[src/rtl/snd_addr_counter.sv]
// Sound DMA word-address counter with shadow start/end registers and frame reload.
// Optional SND_CNT_READBACK_EN adds a readable, latched copy of the live counter.
module snd_addr_counter (
    input  logic        clk,
    input  logic        porb,
    input  logic        wr,
    input  logic        rd,
    input  logic [2:0]  regsel,
    input  logic [7:0]  din,
    output logic [7:0]  dout,
    input  logic        sndon,
    input  logic        sinc,
    input  logic        sframe,
    output logic [20:0] snd,
    output logic [20:0] sft,
    output logic        fstart
);

    logic [20:0] start_sh;
    logic [20:0] end_sh;
    logic        sndon_d;
    logic        reload_d;
    logic        reload;
    logic        sndon_rise;
    logic [7:0]  rd_data;
`ifdef SND_CNT_READBACK_EN
    logic [20:0] snd_latch;
`endif

    assign reload     = sndon & ~sframe;
    assign sndon_rise = sndon & ~sndon_d;

    // Shadow registers: hi -> [20:15], mid -> [14:7], lo -> [6:0] of the word address.
    always_ff @(posedge clk or negedge porb) begin
        if (!porb) begin
            start_sh <= '0;
            end_sh   <= '0;
        end else if (wr) begin
            case (regsel)
                3'd0: start_sh[20:15] <= din[5:0];
                3'd1: start_sh[14:7]  <= din;
                3'd2: start_sh[6:0]   <= din[7:1];
                3'd3: end_sh[20:15]   <= din[5:0];
                3'd4: end_sh[14:7]    <= din;
                3'd5: end_sh[6:0]     <= din[7:1];
                default: ;
            endcase
        end
    end

    // Reload beats increment; fstart fires on the enable edge or the first cycle of a reload run.
    always_ff @(posedge clk or negedge porb) begin
        if (!porb) begin
            snd      <= '0;
            sft      <= '0;
            fstart   <= 1'b0;
            sndon_d  <= 1'b0;
            reload_d <= 1'b0;
        end else begin
            sndon_d  <= sndon;
            reload_d <= reload;
            fstart   <= 1'b0;
            if (!sndon) begin
                snd <= start_sh;
                sft <= end_sh;
            end else if (reload) begin
                snd    <= start_sh;
                sft    <= end_sh;
                fstart <= sndon_rise | ~reload_d;
            end else if (sndon_rise) begin
                fstart <= 1'b1;
            end else if (sinc) begin
                snd <= snd + 21'd1;
            end
        end
    end

    always_comb begin
        rd_data = 8'h00;
        case (regsel)
`ifdef SND_CNT_READBACK_EN
            3'd0: rd_data = {2'b00, snd[20:15]};
            3'd6: rd_data = snd_latch[14:7];
            3'd7: rd_data = {snd_latch[6:0], 1'b0};
`else
            3'd0: rd_data = {2'b00, start_sh[20:15]};
`endif
            3'd1: rd_data = start_sh[14:7];
            3'd2: rd_data = {start_sh[6:0], 1'b0};
            3'd3: rd_data = {2'b00, end_sh[20:15]};
            3'd4: rd_data = end_sh[14:7];
            3'd5: rd_data = {end_sh[6:0], 1'b0};
            default: rd_data = 8'h00;
        endcase
    end

    always_ff @(posedge clk or negedge porb) begin
        if (!porb) begin
            dout <= 8'h00;
        end else if (rd) begin
            dout <= rd_data;
        end
    end

`ifdef SND_CNT_READBACK_EN
    // Hi-byte read snapshots the whole counter so mid/lo reads are coherent.
    always_ff @(posedge clk or negedge porb) begin
        if (!porb) begin
            snd_latch <= '0;
        end else if (rd && regsel == 3'd0) begin
            snd_latch <= snd;
        end
    end
`endif

endmodule

[config.mk]
export PLATFORM = sky130hd
export DESIGN_NAME = snd_addr_counter
export DESIGN_NICKNAME = d
export VERILOG_FILES = /design/src/rtl/snd_addr_counter.sv
export SDC_FILE = /design/constraint.sdc
export NUM_CORES = 1
export LEC_CHECK = 0
export ABC_AREA = 1
export CORE_MARGIN = 4
export CORE_UTILIZATION = 45
export CTS_CLUSTER_SIZE = 12
export DETAILED_ROUTE_END_ITERATION = 16
export PLACE_DENSITY_LB_ADDON = 0.15
export SLEW_MARGIN = 15
export SYNTH_ARGS = -nofsm -noshare
export SYNTH_HDL_FRONTEND = slang
export SYNTH_SLANG_ARGS = --single-unit
[constraint.sdc]
create_clock -name clk -period 1.85 [get_ports clk]
set_input_delay 0.4625 -clock clk [delete_from_list [all_inputs] [get_ports clk]]
set_output_delay 0.4625 -clock clk [all_outputs]
set_load 0.01 [all_outputs]
* After elaboration in Yosys (flattened, before gate mapping)
Cells that the tools add are included.
Widths: inputs -> output; s select.
** Storage, ports and cells
- Register bits after elaboration :: 95
- Bits in latches :: 0
- RAM bits :: 0
- Memory bits (read-only) :: 0
- Bits of input ports :: 18
- Logic and storage cells :: 45
- Memories :: 0
** Operators by class
- Add/sub/neg operators :: 1
- Multipliers :: 0
- Divide/modulo/power cells :: 0
- Order comparisons :: 0
- Eq/ne operators :: 8
- Shifts and indexed selects :: 0
- Multiplexer cells :: 10
- Bitwise operators :: 6
- Reduce and logical (&&, ||, !) cells :: 8
** Operators by type and width (count)
- $mux 21 :: 6
- $pmux 8 s6 :: 1
- $add 21x1->21 const B :: 1
- $reduce_and 2->1 :: 7
- $eq 3x2->1 const B :: 2
- $eq 3x3->1 const B :: 2
- $eq 3x1->1 const B :: 1
- $logic_not 3->1 :: 1
- $mux 1 :: 3
- $ne 3x1->1 const B :: 1
- $ne 3x3->1 const B :: 1
- $not 1->1 :: 3
- $and 1x1->1 :: 2
- $ne 2x1->1 const B :: 1
- $or 1x1->1 :: 1

* Logic depth before layout (Yosys ltp)
Gate-level depths: netlist (run 1).
- Word-level depth :: 5
- Mapped depth :: 9

* Worst setup path before layout (run 1)
Ideal clock, no wire load.
- Path type :: register to register
- Start point :: reg snd[0]
- End point :: reg snd[20]
- Arrival :: 1282 ps
- Data required time :: 1733 ps
- Setup slack :: 451 ps
- Cell stages (with the launch flop) :: 9
- Path buffers :: 0
- Cells stage by stage :: dfrtp_1 > ha_1 > nand2_1 > nor2_1 > nand2_1 > nor2_1 > nand3_1 > nand3_1 > nand2_1
** On the way
- Word-level cells in the longest chain between the ends :: 5
** Ends and longest elaborated chain
- from (decl) :: line 14 : output logic [20:0] snd,
- from (signal assigned) :: line 64 : snd <= start_sh;
- from (signal assigned) :: line 67 : snd <= start_sh;
- from (signal assigned) :: line 73 : snd <= snd + 21'd1;
- $add 21x1->21 :: line 73
- $mux 21 :: line 72 : end else if (sinc) begin
- $mux 21 :: line 70 : end else if (sndon_rise) begin
- $mux 21 :: line 66 : end else if (reload) begin
- $mux 21 :: line 63 : if (!sndon) begin
Every way passes these cells. The select of a mux whose other input is x is not followed.
A chain may end at the register's enable or synchronous reset.

* Worst setup path after layout (run 1)
- Start point :: reg snd[13]
- End point :: out snd[13]
No word-level cell between the ends.

==> metrics.json, run 1 <==
{
  "rsz_0062_raised_after_global_routing": {"value": "no"},
  "drv_slew": {"value": 0},
  "worstMarginPinSlew": {"value": 0.418, "unit": "ns"},
  "sequential_element_share_of_the_synthesized_area": {"value": 0.513},
  "total_area_of_multi_input_combinational_cells": {"value": 0.00189, "unit": "mm2"},
  "groute.usage.overall": {"value": 0.212},
  "cp_slowest_stage_delay": {"value": 0.57, "unit": "ns"},
  "grt_remaining_overflow": {"value": 0},
  "finish.utilization": {"value": 0.589},
  "power.ir.vdd_worst": {"value": 408, "unit": "uV"},
  "drt-wirelength-per-cell": {"value": 15.1, "unit": "um"},
  "met1_layer_usage_reported_by_global_route": {"value": 0.291},
  "design.core.area": {"value": 0.00991, "unit": "mm2"},
  "power_leakage": {"value": 2.79, "unit": "nW"},
  "cp.buffers_inverters": {"value": 1},
  "ff2ff_setup_slack": {"value": 0.33, "unit": "ns"},
  "worst_r2r_startpoint": {"value": "snd[0]"},
  "clock_skew": {"value": 0.00527, "unit": "ns"},
  "finish.instance_area": {"value": 0.00583, "unit": "mm2"},
  "clock_latency": {"value": 0.36, "unit": "ns"},
  "finalNetCount": {"value": 677},
  "clkTransAtPathRegs": {"value": 0.09, "unit": "ns"},
  "design.portCount": {"value": 69},
  "ant_nets": {"value": 0},
  "fmax": {"value": 555, "unit": "MHz"},
  "detailed_place.area": {"value": 0.00553, "unit": "mm2"},
  "drt-initial-drc-count": {"value": 239},
  "setup-violations-final": {"value": 0},
  "floorplan.initialDensity": {"value": 0.467},
  "chip_height": {"value": 109, "unit": "um"},
  "ff_latch_count_synth": {"value": 95},
  "grt-busiest-layer": {"value": "met2"},
  "portbufs": {"value": 68},
  "antennaDiodeCount": {"value": 0},
  "final_layout_size_suffix_gt1_frac": {"value": 0.148},
  "place_congestion": {"value": 0.914},
  "die_area": {"value": 0.0120, "unit": "mm2"},
  "worst_ep_required_time": {"value": 1.39, "unit": "ns"},
  "max_slew_margin": {"value": 0.721},
  "power_density": {"value": 983, "unit": "mW/mm2"},
  "critPathCaptureType": {"value": "primary output"},
  "setup.worst_path.start_class": {"value": "register"},
  "vias": {"value": 3953},
  "synth_fp_nets": {"value": 588},
  "antenna_violations_before_repair": {"value": 0},
  "ys_dominant_reg_cell": {"value": "sky130_fd_sc_hd__dfrtp_1"},
  "register_area": {"value": 0.00239, "unit": "mm2"},
  "cts_buffer_depth": {"value": 2},
  "post_synth_instance_area": {"value": 0.00463, "unit": "mm2"},
  "die_w": {"value": 109, "unit": "um"},
  "post_synthesis_average_cell_area": {"value": 8.14, "unit": "um2"},
  "crit_slowest_cell": {"value": "sky130_fd_sc_hd__clkdlybuf4s50_1"},
  "synth-async-reset-ratio": {"value": 1.00},
  "grt_max_degree": {"value": 42},
  "cts-htree-levels": {"value": 3},
  "fillerInstances": {"value": 939},
  "tritoncts": {"value": "built"},
  "detail_route.first_pass.iterations": {"value": 5},
  "use_met3": {"value": 0.0352},
  "avgViaCountPerCell": {"value": 4.97},
  "worstPathMaxFanout": {"value": 5},
  "globalRouteMet2Util": {"value": 0.344},
  "status": {"value": "completed"},
  "via_count_of_the_first_global_routing_pass": {"value": 3793},
  "hold_viol": {"value": 0},
  "number_of_cts_inserted_buffers": {"value": 9},
  "clock_tree.root_cell": {"value": "sky130_fd_sc_hd__clkbuf_8"},
  "area_growth_syn_to_layout": {"value": 25.9, "unit": "%"},
  "hold_class": {"value": "reg2reg"},
  "min-delay-start": {"value": "reload_d"},
  "synthesis.instances": {"value": 569},
  "startpoint": {"value": "snd[13]"},
  "yosys.cell_types.count": {"value": 29},
  "critical_path_arrival": {"value": 1.34, "unit": "ns"},
  "final_period_minus_worst_setup_slack": {"value": 1.80, "unit": "ns"},
  "final_min_period_over_clock_period": {"value": 0.973},
  "synth.yosys.warnings": {"value": 0},
  "number_of_synthesized_flops_with_an_enable_pin": {"value": 0},
  "crit_chain": {"value": "clkdlybuf4s50_1"},
  "timing.critical_path.max_delay_family": {"value": "buffers and inverters"},
  "tritoncts_num_sinks": {"value": 95},
  "cap_violations": {"value": 0},
  "remaining_drc_errors": {"value": 0},
  "hpwlAfterDp": {"value": 8910, "unit": "um"},
  "wire_length_of_the_first_global_routing_pass": {"value": 19300, "unit": "um"},
  "route.final.wire_length": {"value": 12000, "unit": "um"},
  "rows": {"value": 36},
  "critical_path_class": {"value": "reg2out"}
}
-- worst register-to-register path, cell delays in order (launching register included) --
cell and delay (ns):
sky130_fd_sc_hd__dfrtp_2 0.42, sky130_fd_sc_hd__ha_1 0.22, sky130_fd_sc_hd__nand2_1 0.07, sky130_fd_sc_hd__nor2_1 0.13
sky130_fd_sc_hd__nand2_1 0.14, sky130_fd_sc_hd__nor2_1 0.20, sky130_fd_sc_hd__nand2_1 0.07, sky130_fd_sc_hd__nand3_1 0.09
sky130_fd_sc_hd__nand3_1 0.07
-- metal layers --
layer,wire length [um],up-vias
met1,5590,1857
li1,-,1981
met2,5650,99
met3,530,16
met5,0,-
met4,223,0
-- cell type report --
class	count	area share
Sequential cell	95	0.409
Multi-Input combinational cell	390	0.324
Timing Repair Buffer	93	0.157
Inverter	69	0.0444
Clock buffer	13	0.0307
Tap cell	133	0.0285
Clock inverter	2	0.00644
-- power by group --
| group | internal [W] | switching, W |
|---|---|---|
| logic | 0.000729 | 0.000765 |
| registers | 0.00246 | 0.000305 |
| clock network | 0.000766 | 0.000710 |
| total | 0.00395 | 0.00178 |
-- sequential cells by signal (all words and copies together), names as in the netlist --
signal	cells
dout	8
end_sh	21
fstart	1
reload_d	1
sft	21
snd	21
sndon_d	1
start_sh	21
-- kinds of logic (layout without fill, tap and decap cells) --
group / count (synthesis) / after routing / synth area share
compound gates: 103 / 103 / 0.142
xor+xnor: 6 / 6 / 0.0113
fa+ha+maj: 1 / 1 / 0.00270
buf+inv: 84 / 177 / 0.0786
flops: 95 / 95 / 0.513
simple gates: 280 / 280 / 0.252
-- final timing paths --
path                              end  cells after the start
setup / recovery              snd[13]                      1
hold / removal                 fstart                      1
setup reg to reg              snd[12]                      8
hold reg to reg                fstart                      1
max in group asynchronous  end_sh[10]                      3
min in group asynchronous      snd[6]                      2
-- stage by stage --
stage / setup TNS [ns] / hold slack [ns] / setup slack [ns] / cells / power, W
6_report: 0 / 0.428 / 0.0494 / 795 / 0.00573
5_1_grt: 0 / 0.449 / 0.000693 / 795 / 0.00607
4_1_cts: 0 / 0.432 / 0.00499 / 789 / 0.00575
3_5_place_dp: -3.20 / 0.391 / -0.159 / 771 / 0.00424
3_3_place_gp: -1.74 / 0.390 / -0.116 / 771 / 0.00421
2_1_floorplan: 0 / 0.167 / 0.451 / 569 / 0.00346
-- cell usage after synthesis, types with 4 or more instances --
library cell,number,area [um2]
sky130_fd_sc_hd__buf_6,5,56.3
sky130_fd_sc_hd__buf_2,6,30.0
sky130_fd_sc_hd__inv_1,61,229
sky130_fd_sc_hd__nand3_1,22,110
sky130_fd_sc_hd__o21ai_0,38,190
sky130_fd_sc_hd__nor2_1,44,165
sky130_fd_sc_hd__o21ai_1,11,55.1
sky130_fd_sc_hd__a21oi_1,8,40.0
sky130_fd_sc_hd__nand2_1,195,732
sky130_fd_sc_hd__nand2_2,6,37.5
sky130_fd_sc_hd__o22ai_1,8,50.1
sky130_fd_sc_hd__xor2_1,6,52.6
sky130_fd_sc_hd__inv_2,8,30.0
sky130_fd_sc_hd__o21ai_2,27,236
sky130_fd_sc_hd__o211ai_1,4,30.0
sky130_fd_sc_hd__dfrtp_1,95,2380
-- timing repair --
item	CTS	global route
setup endpoints to repair	5	12
hold buffers	1	0
buffers inserted	2	6
gates resized for setup	3	8
hold endpoints to repair	5	0
-- layout by cell type, fill, tap and decap left out, types with 2 or more instances in the layout --
master and instances:
sky130_fd_sc_hd__nor2_2 2, sky130_fd_sc_hd__clkbuf_8 13, sky130_fd_sc_hd__nand4_1 3, sky130_fd_sc_hd__o21ai_2 27, sky130_fd_sc_hd__nand2_1 195, sky130_fd_sc_hd__inv_1 61, sky130_fd_sc_hd__buf_4 22, sky130_fd_sc_hd__nand3_1 22
sky130_fd_sc_hd__o21bai_1 2, sky130_fd_sc_hd__nand2_4 3, sky130_fd_sc_hd__o221ai_1 3, sky130_fd_sc_hd__o21ai_1 11, sky130_fd_sc_hd__o22ai_1 8, sky130_fd_sc_hd__dfrtp_1 87, sky130_fd_sc_hd__o21ai_0 38, sky130_fd_sc_hd__nand2_2 6
sky130_fd_sc_hd__dfrtp_2 8, sky130_fd_sc_hd__inv_2 8, sky130_fd_sc_hd__a21oi_1 8, sky130_fd_sc_hd__dlymetal6s2s_1 3, sky130_fd_sc_hd__nor2_1 44, sky130_fd_sc_hd__clkdlybuf4s50_1 64, sky130_fd_sc_hd__o211ai_1 4, sky130_fd_sc_hd__nor2_4 3
sky130_fd_sc_hd__buf_12 3, sky130_fd_sc_hd__xor2_1 6
No activity file was read; power rests on OpenSTA's default activity.
==> run 2, diff against run 1 <==
- ABC_CLOCK_PERIOD_IN_PS: default -> 1850
- CAP_MARGIN: default -> 20
- CTS_CLUSTER_SIZE: 12 -> 10
==> results of run 2 <==
Final layout, timing and power as in run 1 (identical DEF).
==> run 3, diff against run 2 <==
- ABC_CLOCK_PERIOD_IN_PS: 1850 -> 1800
- CORE_MARGIN: 4 -> default
- RECOVER_POWER: default -> 50
- clock period: 1.85 -> 1.8 ns (I/O delays scaled with it)
==> metrics.json, run 3 (synthesized netlist as in run 1, its figures left out) <==
{
  "clock_tree.root_cell": {"value": "sky130_fd_sc_hd__clkbuf_8", "change": "unchanged"},
  "crit_slowest_cell": {"value": "sky130_fd_sc_hd__clkdlybuf4s50_1", "change": "unchanged"},
  "groute.usage.overall": {"value": 0.254, "change": "was 0.212"},
  "r2r.worst_path.cells": {"value": 9, "change": "was 8"},
  "finish.utilization": {"value": 0.599, "change": "was 0.589"},
  "status": {"value": "completed", "change": "unchanged"},
  "final_layout_size_suffix_gt1_frac": {"value": 0.159, "change": "was 0.148"},
  "die_area": {"value": 0.0107, "unit": "mm2", "change": "was 0.0120 mm2"},
  "antenna_violations_before_repair": {"value": 0, "change": "unchanged"},
  "worstPathMaxFanout": {"value": 2, "change": "was 5"},
  "design.portCount": {"value": 69, "change": "unchanged"},
  "chip_height": {"value": 103, "unit": "um", "change": "was 109 um"},
  "antennaDiodeCount": {"value": 0, "change": "unchanged"},
  "cts_buffer_depth": {"value": 2, "change": "unchanged"},
  "critical_path_class": {"value": "reg2out", "change": "unchanged"},
  "cp_slowest_stage_delay": {"value": 0.55, "unit": "ns", "change": "was 0.57 ns"},
  "setup_ws": {"value": 0.0463, "unit": "ns", "change": "was 0.0494 ns"},
  "worstReg2RegEnd": {"value": "snd[14]", "change": "was snd[12]"},
  "mostFrequentLayoutCells": {"value": "sky130_fd_sc_hd__nand2_1, sky130_fd_sc_hd__dfrtp_1, sky130_fd_sc_hd__inv_1, sky130_fd_sc_hd__clkdlybuf4s50_1, sky130_fd_sc_hd__nor2_1", "change": "was sky130_fd_sc_hd__nand2_1, sky130_fd_sc_hd__dfrtp_1, sky130_fd_sc_hd__clkdlybuf4s50_1, sky130_fd_sc_hd__inv_1, sky130_fd_sc_hd__nor2_1"},
  "drt-wirelength-per-cell": {"value": 14.8, "unit": "um", "change": "was 15.1 um"},
  "max_slew_margin": {"value": 0.392, "change": "was 0.721"},
  "setup-violations-final": {"value": 0, "change": "unchanged"},
  "setup_tns": {"value": 0, "unit": "ns", "change": "unchanged"},
  "tritoncts_num_sinks": {"value": 95, "change": "unchanged"},
  "critical_path_cell_count": {"value": 1, "change": "unchanged"},
  "fmax": {"value": 570, "unit": "MHz"},
  "worstMarginPinSlew": {"value": 0.911, "unit": "ns", "change": "was 0.418 ns"},
  "startpoint": {"value": "snd[5]", "change": "was snd[13]"},
  "dp_worst_setup_slack": {"value": -0.128, "unit": "ns", "change": "was -0.159 ns"},
  "setup.worst_path.start_class": {"value": "register", "change": "unchanged"},
  "fillerInstances": {"value": 893, "change": "was 939"},
  "clock_latency": {"value": 0.38, "unit": "ns", "change": "was 0.36 ns"},
  "clock_skew": {"value": 0.0128, "unit": "ns", "change": "was 0.00527 ns"},
  "clkTransAtPathRegs": {"value": 0.10, "unit": "ns", "change": "was 0.09 ns"},
  "route.final.wire_length": {"value": 12100, "unit": "um", "change": "was 12000 um"},
  "hpwlAfterDp": {"value": 8840, "unit": "um", "change": "was 8910 um"},
  "portbufs": {"value": 68, "change": "unchanged"},
  "avgViaCountPerCell": {"value": 5.08, "change": "was 4.97"},
  "crit_path_end": {"value": "snd[5]", "change": "was snd[13]"},
  "ff2ff_setup_slack": {"value": 0.12, "unit": "ns", "change": "was 0.33 ns"},
  "cts-htree-levels": {"value": 3, "change": "unchanged"},
  "grt_remaining_overflow": {"value": 0, "change": "unchanged"},
  "layout.cells.most_common": {"value": "sky130_fd_sc_hd__nand2_1", "change": "unchanged"},
  "numPlacedInstances": {"value": 780, "change": "was 771"},
  "hold_viol": {"value": 0, "change": "unchanged"},
  "number_of_cts_inserted_buffers": {"value": 9, "change": "unchanged"},
  "die_w": {"value": 103, "unit": "um", "change": "was 109 um"},
  "worst_ep_required_time": {"value": 1.35, "unit": "ns", "change": "was 1.39 ns"},
  "grt_max_degree": {"value": 36, "change": "was 42"},
  "timing.critical_path.max_delay_family": {"value": "buffers and inverters", "change": "unchanged"},
  "critical_path_arrival": {"value": 1.30, "unit": "ns", "change": "was 1.34 ns"},
  "rows": {"value": 36, "change": "unchanged"},
  "power_leakage": {"value": 2.95, "unit": "nW", "change": "was 2.79 nW"},
  "drt-initial-drc-count": {"value": 188, "change": "was 239"},
  "drv_slew": {"value": 0, "change": "unchanged"},
  "cp.buffers_inverters": {"value": 1, "change": "unchanged"},
  "post_layout_instance_count_excluding_filler_cells": {"value": 813, "change": "was 795"},
  "place_congestion": {"value": 0.950, "change": "was 0.914"},
  "critPathCaptureType": {"value": "primary output", "change": "unchanged"},
  "remaining_drc_errors": {"value": 0, "change": "unchanged"},
  "floorplan.initialDensity": {"value": 0.470, "change": "was 0.467"},
  "area_growth_syn_to_layout": {"value": 27.5, "unit": "%", "change": "was 25.9%"},
  "cap_violations": {"value": 0, "change": "unchanged"},
  "power_density": {"value": 976, "unit": "mW/mm2", "change": "was 983 mW/mm2"},
  "tritoncts": {"value": "built", "change": "unchanged"},
  "worst_r2r_startpoint": {"value": "snd[0]", "change": "unchanged"},
  "finalNetCount": {"value": 694, "change": "was 677"},
  "design.core.area": {"value": 0.00986, "unit": "mm2", "change": "was 0.00991 mm2"},
  "vias": {"value": 4129, "change": "was 3953"},
  "hold_class": {"value": "in2async", "change": "was reg2reg"},
  "detail_route.first_pass.iterations": {"value": 5, "change": "unchanged"},
  "final_min_period_over_clock_period": {"value": 0.974},
  "via_count_of_the_first_global_routing_pass": {"value": 4027, "change": "was 3793"},
  "final_period_minus_worst_setup_slack": {"value": 1.75, "unit": "ns"},
  "power.ir.vdd_worst": {"value": 576, "unit": "uV", "change": "was 408 uV"},
  "wire_length_of_the_first_global_routing_pass": {"value": 20100, "unit": "um", "change": "was 19300 um"},
  "crit_chain": {"value": "clkdlybuf4s50_1", "change": "unchanged"},
  "ant_nets": {"value": 0, "change": "unchanged"}
}
==> run 3: cell count changes in the layout (fill, tap and decap cells not counted), moves of 2 or more <==
cell	before	now
sky130_fd_sc_hd__clkbuf_8	13	10
sky130_fd_sc_hd__dfrtp_2	8	1
sky130_fd_sc_hd__clkdlybuf4s50_1	64	54
sky130_fd_sc_hd__buf_4	22	34
sky130_fd_sc_hd__clkinvlp_4	1	3
sky130_fd_sc_hd__dfrtp_1	87	94
sky130_fd_sc_hd__clkbuf_2	0	4
sky130_fd_sc_hd__dlymetal6s2s_1	3	11
sky130_fd_sc_hd__clkbuf_1	0	3
==> run 3: routing by layer <==
layer | routed length, um | up-vias | GRT usage | part of all wire
met2 | 5710 | 124 | 0.405 | 0.47
met1 | 5460 | 1946 | 0.344 | 0.45
li1 | - | 2032 | - | -
met5 | 0 | - | 0 | 0
met3 | 576 | 27 | 0.0437 | 0.048
met4 | 323 | 0 | 0.111 | 0.027
==> run 3: how the worst min path moves through the flow <==
stage                              to  slack (ns)  depth (start not counted)
after global routing      start_sh[4]        0.25                          1
after global placement         fstart        0.41                          1
after detailed placement       fstart        0.43                          1
final                          snd[6]        0.18                          1
after CTS                      snd[6]        0.03                          1
after floorplan               dout[0]        0.15                          0
==> run 3: what timing repair did <==
| action | 4_1_cts | 5_1_grt |
|---|---|---|
| endpoints found under the hold margin | 0 | 0 |
| resized for setup | 1 | 13 |
| hold buffers | 0 | 0 |
| endpoints found under the setup margin | 17 | 15 |
| gates cloned | 0 | 0 |
| setup buffers | 17 | 0 |
| pin swaps | 0 | 0 |
==> run 3: area by class of cell <==
cell class | instances | area (um2) | area share
Tap cell | 133 | 166 | 0.0282
Inverter | 69 | 259 | 0.0439
Clock buffer | 10 | 138 | 0.0233
Timing Repair Buffer | 110 | 1020 | 0.174
Multi-Input combinational cell | 390 | 1890 | 0.321
Clock inverter | 6 | 45.0 | 0.00763
Sequential cell | 95 | 2380 | 0.403
==> run 3: metrics by stage <==
step	power, W	instance area (um2)	hold slack, ns
floorplan	0.00356	4630	0.154
global placement	0.00433	5610	0.415
global route	0.00613	5900	0.254
detailed placement	0.00437	5610	0.428
CTS	0.00582	5920	0.0322
finish	0.00576	5900	0.185
==> run 3: where the power goes <==
part | switching [W] | leakage (nW) | internal (W)
combinational | 0.000851 | 1.67 | 0.000792
sequential | 0.000257 | 1.20 | 0.00252
clock | 0.000799 | 0.0849 | 0.000545
total | 0.00191 | 2.95 | 0.00386
==> RTL change 1 (flow settings as in run 3) <==
Register the output `sft` once more, cleared by the reset; this adds one clock of latency there. The other outputs are not delayed to match.
--- a/src/rtl/snd_addr_counter.sv
+++ b/src/rtl/snd_addr_counter.sv
@@ -17,2 +17,4 @@
 );
+
+    logic [20:0] sft_s0;
 
@@ -54,3 +56,3 @@
             snd      <= '0;
-            sft      <= '0;
+            sft_s0   <= '0;
             fstart   <= 1'b0;
@@ -64,6 +66,6 @@
                 snd <= start_sh;
-                sft <= end_sh;
+                sft_s0 <= end_sh;
             end else if (reload) begin
                 snd    <= start_sh;
-                sft    <= end_sh;
+                sft_s0 <= end_sh;
                 fstart <= sndon_rise | ~reload_d;
@@ -115,2 +117,10 @@
 
+    always_ff @(posedge clk or negedge porb) begin
+        if (!porb) begin
+            sft <= '0;
+        end else begin
+            sft <= sft_s0;
+        end
+    end
+
 endmodule
Formal check against the unedited RTL: not equivalent (Yosys sat finds a counterexample within 4 cycles, from zero or initial values).
==> RTL change 1 against run 3 <==
Synthesized area grew 8.6%. Largest power group is now clock. Setup slack gained 2.8 ps. Wire length grew 8.6%. Design area grew 14%. Critical path type unchanged. Highest routed layer unchanged. Sequential cell count grew 21. Global-route usage is essentially flat. Total power grew 44%. Clock power grew to 2.6 times the old value.
==> RTL change 1: results (changes against run 3) <==
ys async rst share 1.00 (unchanged); Post-Layout Cell Count 862 (was 813); top cells by count, synth 223 x nand2_1, 116 x dfrtp_1, 69 x o21ai_0 (was 195 x nand2_1, 95 x dfrtp_1, 61 x inv_1); placed cell count 818 (was 780); number of global-route vias before repair 4410 (was 4027); clock slew at reported path FFs 60 ps (was 100 ps); CTS buffer count 17 (was 9); status complete, no violations (unchanged); Seq/Total Area, Yosys 0.577 (was 0.513); Worst-Skew Late Latency 510 ps (was 380 ps); largest net degree at the start of global routing 44 (was 36); CTS Buffer Depth 2 (unchanged); hold_buf cts 1 (was 0); GPL Wtd Cong 0.916 (was 0.950); DP HPWL 9230 µm (was 8840 µm); Adder-Cell Fraction of Synth Area 0.00249 (was 0.00270); post-synthesis compound-gate area fraction 0.105 (was 0.142); Avg Cell Area, Syn 8.43 µm² (was 8.14 µm²); DP Area 6080 µm² (was 5610 µm²); VDD IR max 0.790 mV (was 0.576 mV); initial antenna violation count 0 (unchanged); leading post-synthesis cells by cell area dfrtp_1 58%, nand2_1 17%, o21ai_0 6.9%, inv_1 4.5%, nor2_1 3.1% (was dfrtp_1 51%, nand2_1 16%, o21ai_2 5.1%, inv_1 4.9%, o21ai_0 4.1%); first-pass GRT wire length 22000 µm (was 20100 µm); NumNets Final 729 (was 694); Vias/cell 5.10 (was 5.08); Post-CTS Setup Bufs 12 (was 17); XOR/XNOR Fraction of Synth Area 0.00697 (was 0.0113); Rel. slew slack 0.392 (about the same); crit-path max FO 3 (was 2); Mapped Nets 616 (was 588); total track usage 0.255 (was 0.254); I/O Buffers 68 (unchanged); wire length per cell 15.2 µm (was 14.8 µm); Distinct cells, synth 27 (was 29); hold crit path type register to register (was input pin to async pin); drt first pass iters 4 (was 5); worst clock skew 11.5 ps (was 12.8 ps); CTS H-Tree Depth 4 (was 3); 1st-iter DRT viols 292 (was 188); total of max-cap violations 0 (unchanged); Leakage 3.41 nW (was 2.95 nW); Post-CTS Resized 58 (was 1); layout cells sized above 1 0.129 (was 0.159)
[RTL change 1: cell type report]
| class | instances | area (µm²) |
|---|---|---|
| Sequential cell | 116 | 2910 |
| Clock inverter | 9 | 151 |
| Inverter | 63 | 236 |
| Tap cell | 140 | 175 |
| Timing Repair Buffer | 109 | 968 |
| Fill cell | 969 | 4180 |
| Multi-Input combinational cell | 403 | 1800 |
| Clock buffer | 22 | 463 |
[RTL change 1: path summary, 6_finish.rpt]
kind | start | endpoint | slack, ps | cells past startpoint
max | snd[0] | snd[0] | 50 | 2
min reg2reg | sft_s0[17] | sft[17] | 370 | 0
max reg2reg | snd[1] | snd[20] | 180 | 9
max in group asynchronous | porb | dout[0] | 320 | 3
min in group asynchronous | porb | sft[3] | 600 | 2
min | sft_s0[17] | sft[17] | 370 | 0
[RTL change 1: per-layer routing]
metal	GRT usage	routed length, µm	vias up
met5	0	0	-
met4	0.102	236	0
met3	0.0484	620	24
met2	0.393	6190	127
met1	0.353	6060	2123
li1	-	-	2120
[RTL change 1: worst max-delay path, stage by stage (launching register included)]
cell           delay, ps
dfrtp_1              370
buf_4                140
dlygate4sd2_1        280
[RTL change 1: kinds of logic after synthesis]
family                   after synthesis
AO/OA/AOI/OAI                         95
XOR/XNOR                               4
adder cells (fa/ha/maj)                1
buffers and inverters                 78
flip-flops                           116
AND/OR/NAND/NOR                      303
[RTL change 1: through the flow]
step	TNS, ps	setup slack [ps]	hold WS, ps
final	0	49.1	371
after detailed placement	-5880	-207	360
after floorplan	0	381	154
after CTS	0	30.1	373
after global placement	-3860	-140	361
after global routing	0	0.820	380
[RTL change 1: power breakdown]
part | internal (mW) | switching, mW
clock network | 2.34 | 1.13
logic | 0.609 | 0.788
registers | 3.09 | 0.324
total | 6.05 | 2.25
==> RTL change 2 (flow settings as in run 3) <==
Made on the original files. The option `SND_CNT_READBACK_EN` is turned on by a define.
--- a/src/rtl/snd_addr_counter.sv
+++ b/src/rtl/snd_addr_counter.sv
@@ -2,2 +2,4 @@
 // Optional SND_CNT_READBACK_EN adds a readable, latched copy of the live counter.
+`define SND_CNT_READBACK_EN
+
 module snd_addr_counter (
Function: changed (a bounded check fails within 4 cycles, from zero or initial values).
==> RTL change 2 against run 3 <==
Sequential share of layout area rose by 1.8 points. Sequential cell count rose by 15. Synthesized cell count rose by 19%. Synthesized area rose by 12%. Sequential power rose by 21%. Setup slack got worse by 20 ps. Total power rose by 23%. Wire length rose by 20%. Design area rose by 11%.
==> RTL change 2: results (changes against run 3) <==
number of global-route vias before repair 4423 (was 4027); FF-to-FF Start snd[1] (was snd[0]); clock slew at reported path FFs 70 ps (was 100 ps); drt first pass iters 7 (was 5); Worst Tran Pin Value 601 ps (was 911 ps); Seq/Total Area, Yosys 0.529 (was 0.513); Crit Path Class register to primary output (unchanged); Root Driver clkbuf_16 (was clkbuf_8); I/O Buffers 68 (unchanged); CP max stage delay 560 ps; ys async rst share 1.00 (unchanged); top cells by count, synth 268 x nand2_1, 110 x dfrtp_1, 64 x inv_1 (was 195 x nand2_1, 95 x dfrtp_1, 61 x inv_1); GPL Wtd Cong 0.916 (was 0.950); min Tclk post-route 1770 ps (was 1750 ps); Worst-Skew Late Latency 360 ps (was 380 ps); DP Area 6220 µm² (was 5610 µm²); VDD IR max 0.724 mV (was 0.576 mV); routed vias 4745 (was 4129); DP HPWL 11000 µm (was 8840 µm); total track usage 0.258 (was 0.254); largest net degree at the start of global routing 55 (was 36); hold crit path type register to register (was input pin to async pin); initial antenna violation count 0 (unchanged); Mapped Nets 694 (was 588); FF-to-FF End snd[19] (was snd[14]); R2R Setup Slk 240 ps (was 120 ps); worst clock skew 4.88 ps (was 12.8 ps); final hold violations 0 (unchanged); placed cell count 893 (was 780); crit path to snd[1] (was snd[5]); cells on worst reg2reg path 10 (was 9); wire length per cell 15.9 µm (was 14.8 µm); cells after synthesis 675 (was 569); status complete, no violations (unchanged); leading post-synthesis cells by cell area dfrtp_1 53%, nand2_1 19%, o21ai_1 5.9%, inv_1 4.6%, nor2_1 3.5% (was dfrtp_1 51%, nand2_1 16%, o21ai_2 5.1%, inv_1 4.9%, o21ai_0 4.1%); CTS H-Tree Depth 3 (unchanged); Leakage 3.37 nW (was 2.95 nW); 1st-iter DRT viols 315 (was 188); Post-Layout Cell Count 915 (was 813); WP data arrival 1320 ps (was 1300 ps); layout cells sized above 1 0.103 (was 0.159); Slowest cell on crit path clkdlybuf4s50_1 (unchanged); Distinct cells, synth 31 (was 29); pre-CTS WS -271 ps (was -128 ps); first-pass GRT wire length 22900 µm (was 20100 µm); crit-path max FO 4 (was 2); NumNets Final 789 (was 694)
## RTL change 2: how the worst min path moves through the flow
stage          startpoint      end  slack (ps)  cells after the start
2_1_floorplan        porb  dout[0]         150                      0
3_3_place_gp         porb   snd[2]         370                      1
6_report         reload_d   fstart         440                      1
5_1_grt          reload_d   fstart         450                      1
3_5_place_dp         porb   snd[2]         370                      1
4_1_cts          reload_d   fstart         450                      1
## RTL change 2: cells by family after synthesis
kind of cell | count (synthesis) | synth area share
buf+inv | 88 | 0.0671
flops | 110 | 0.529
mux | 1 | 0.00216
compound gates | 97 | 0.0986
xor+xnor | 6 | 0.0101
fa+ha+maj | 1 | 0.00240
simple gates | 372 | 0.291
## RTL change 2: timing repair
item,4_1_cts,5_1_grt
pin swaps,0,0
hold buffers,1,0
resized for setup,12,12
endpoints found under the hold margin,8,0
setup endpoints to repair,12,13
buffers inserted,3,2
## RTL change 2: report_power, final
group | total (mW) | internal (mW) | switching, mW
sequential | 3.37 | 2.96 | 0.408
combinational | 1.68 | 0.788 | 0.896
clock | 2.05 | 1.15 | 0.897
total | 7.10 | 4.90 | 2.20
## RTL change 2: final cells by class
| class | count | area (µm²) |
|---|---|---|
| inverter | 69 | 259 |
| tap | 140 | 175 |
| clock inverter | 4 | 45.0 |
| fill | 1044 | 4460 |
| multi-input combinational | 477 | 2100 |
| timing repair buffer | 103 | 970 |
| sequential | 110 | 2770 |
| clock buffer | 12 | 256 |
## RTL change 2: metal layers
| layer | up-vias | wire (µm) | global-route usage |
|---|---|---|---|
| met5 | - | 0 | 0 |
| met4 | 0 | 255 | 0.0857 |
| met3 | 18 | 757 | 0.0480 |
| met2 | 150 | 6680 | 0.402 |
| met1 | 2259 | 6820 | 0.365 |
| li1 | 2318 | - | - |
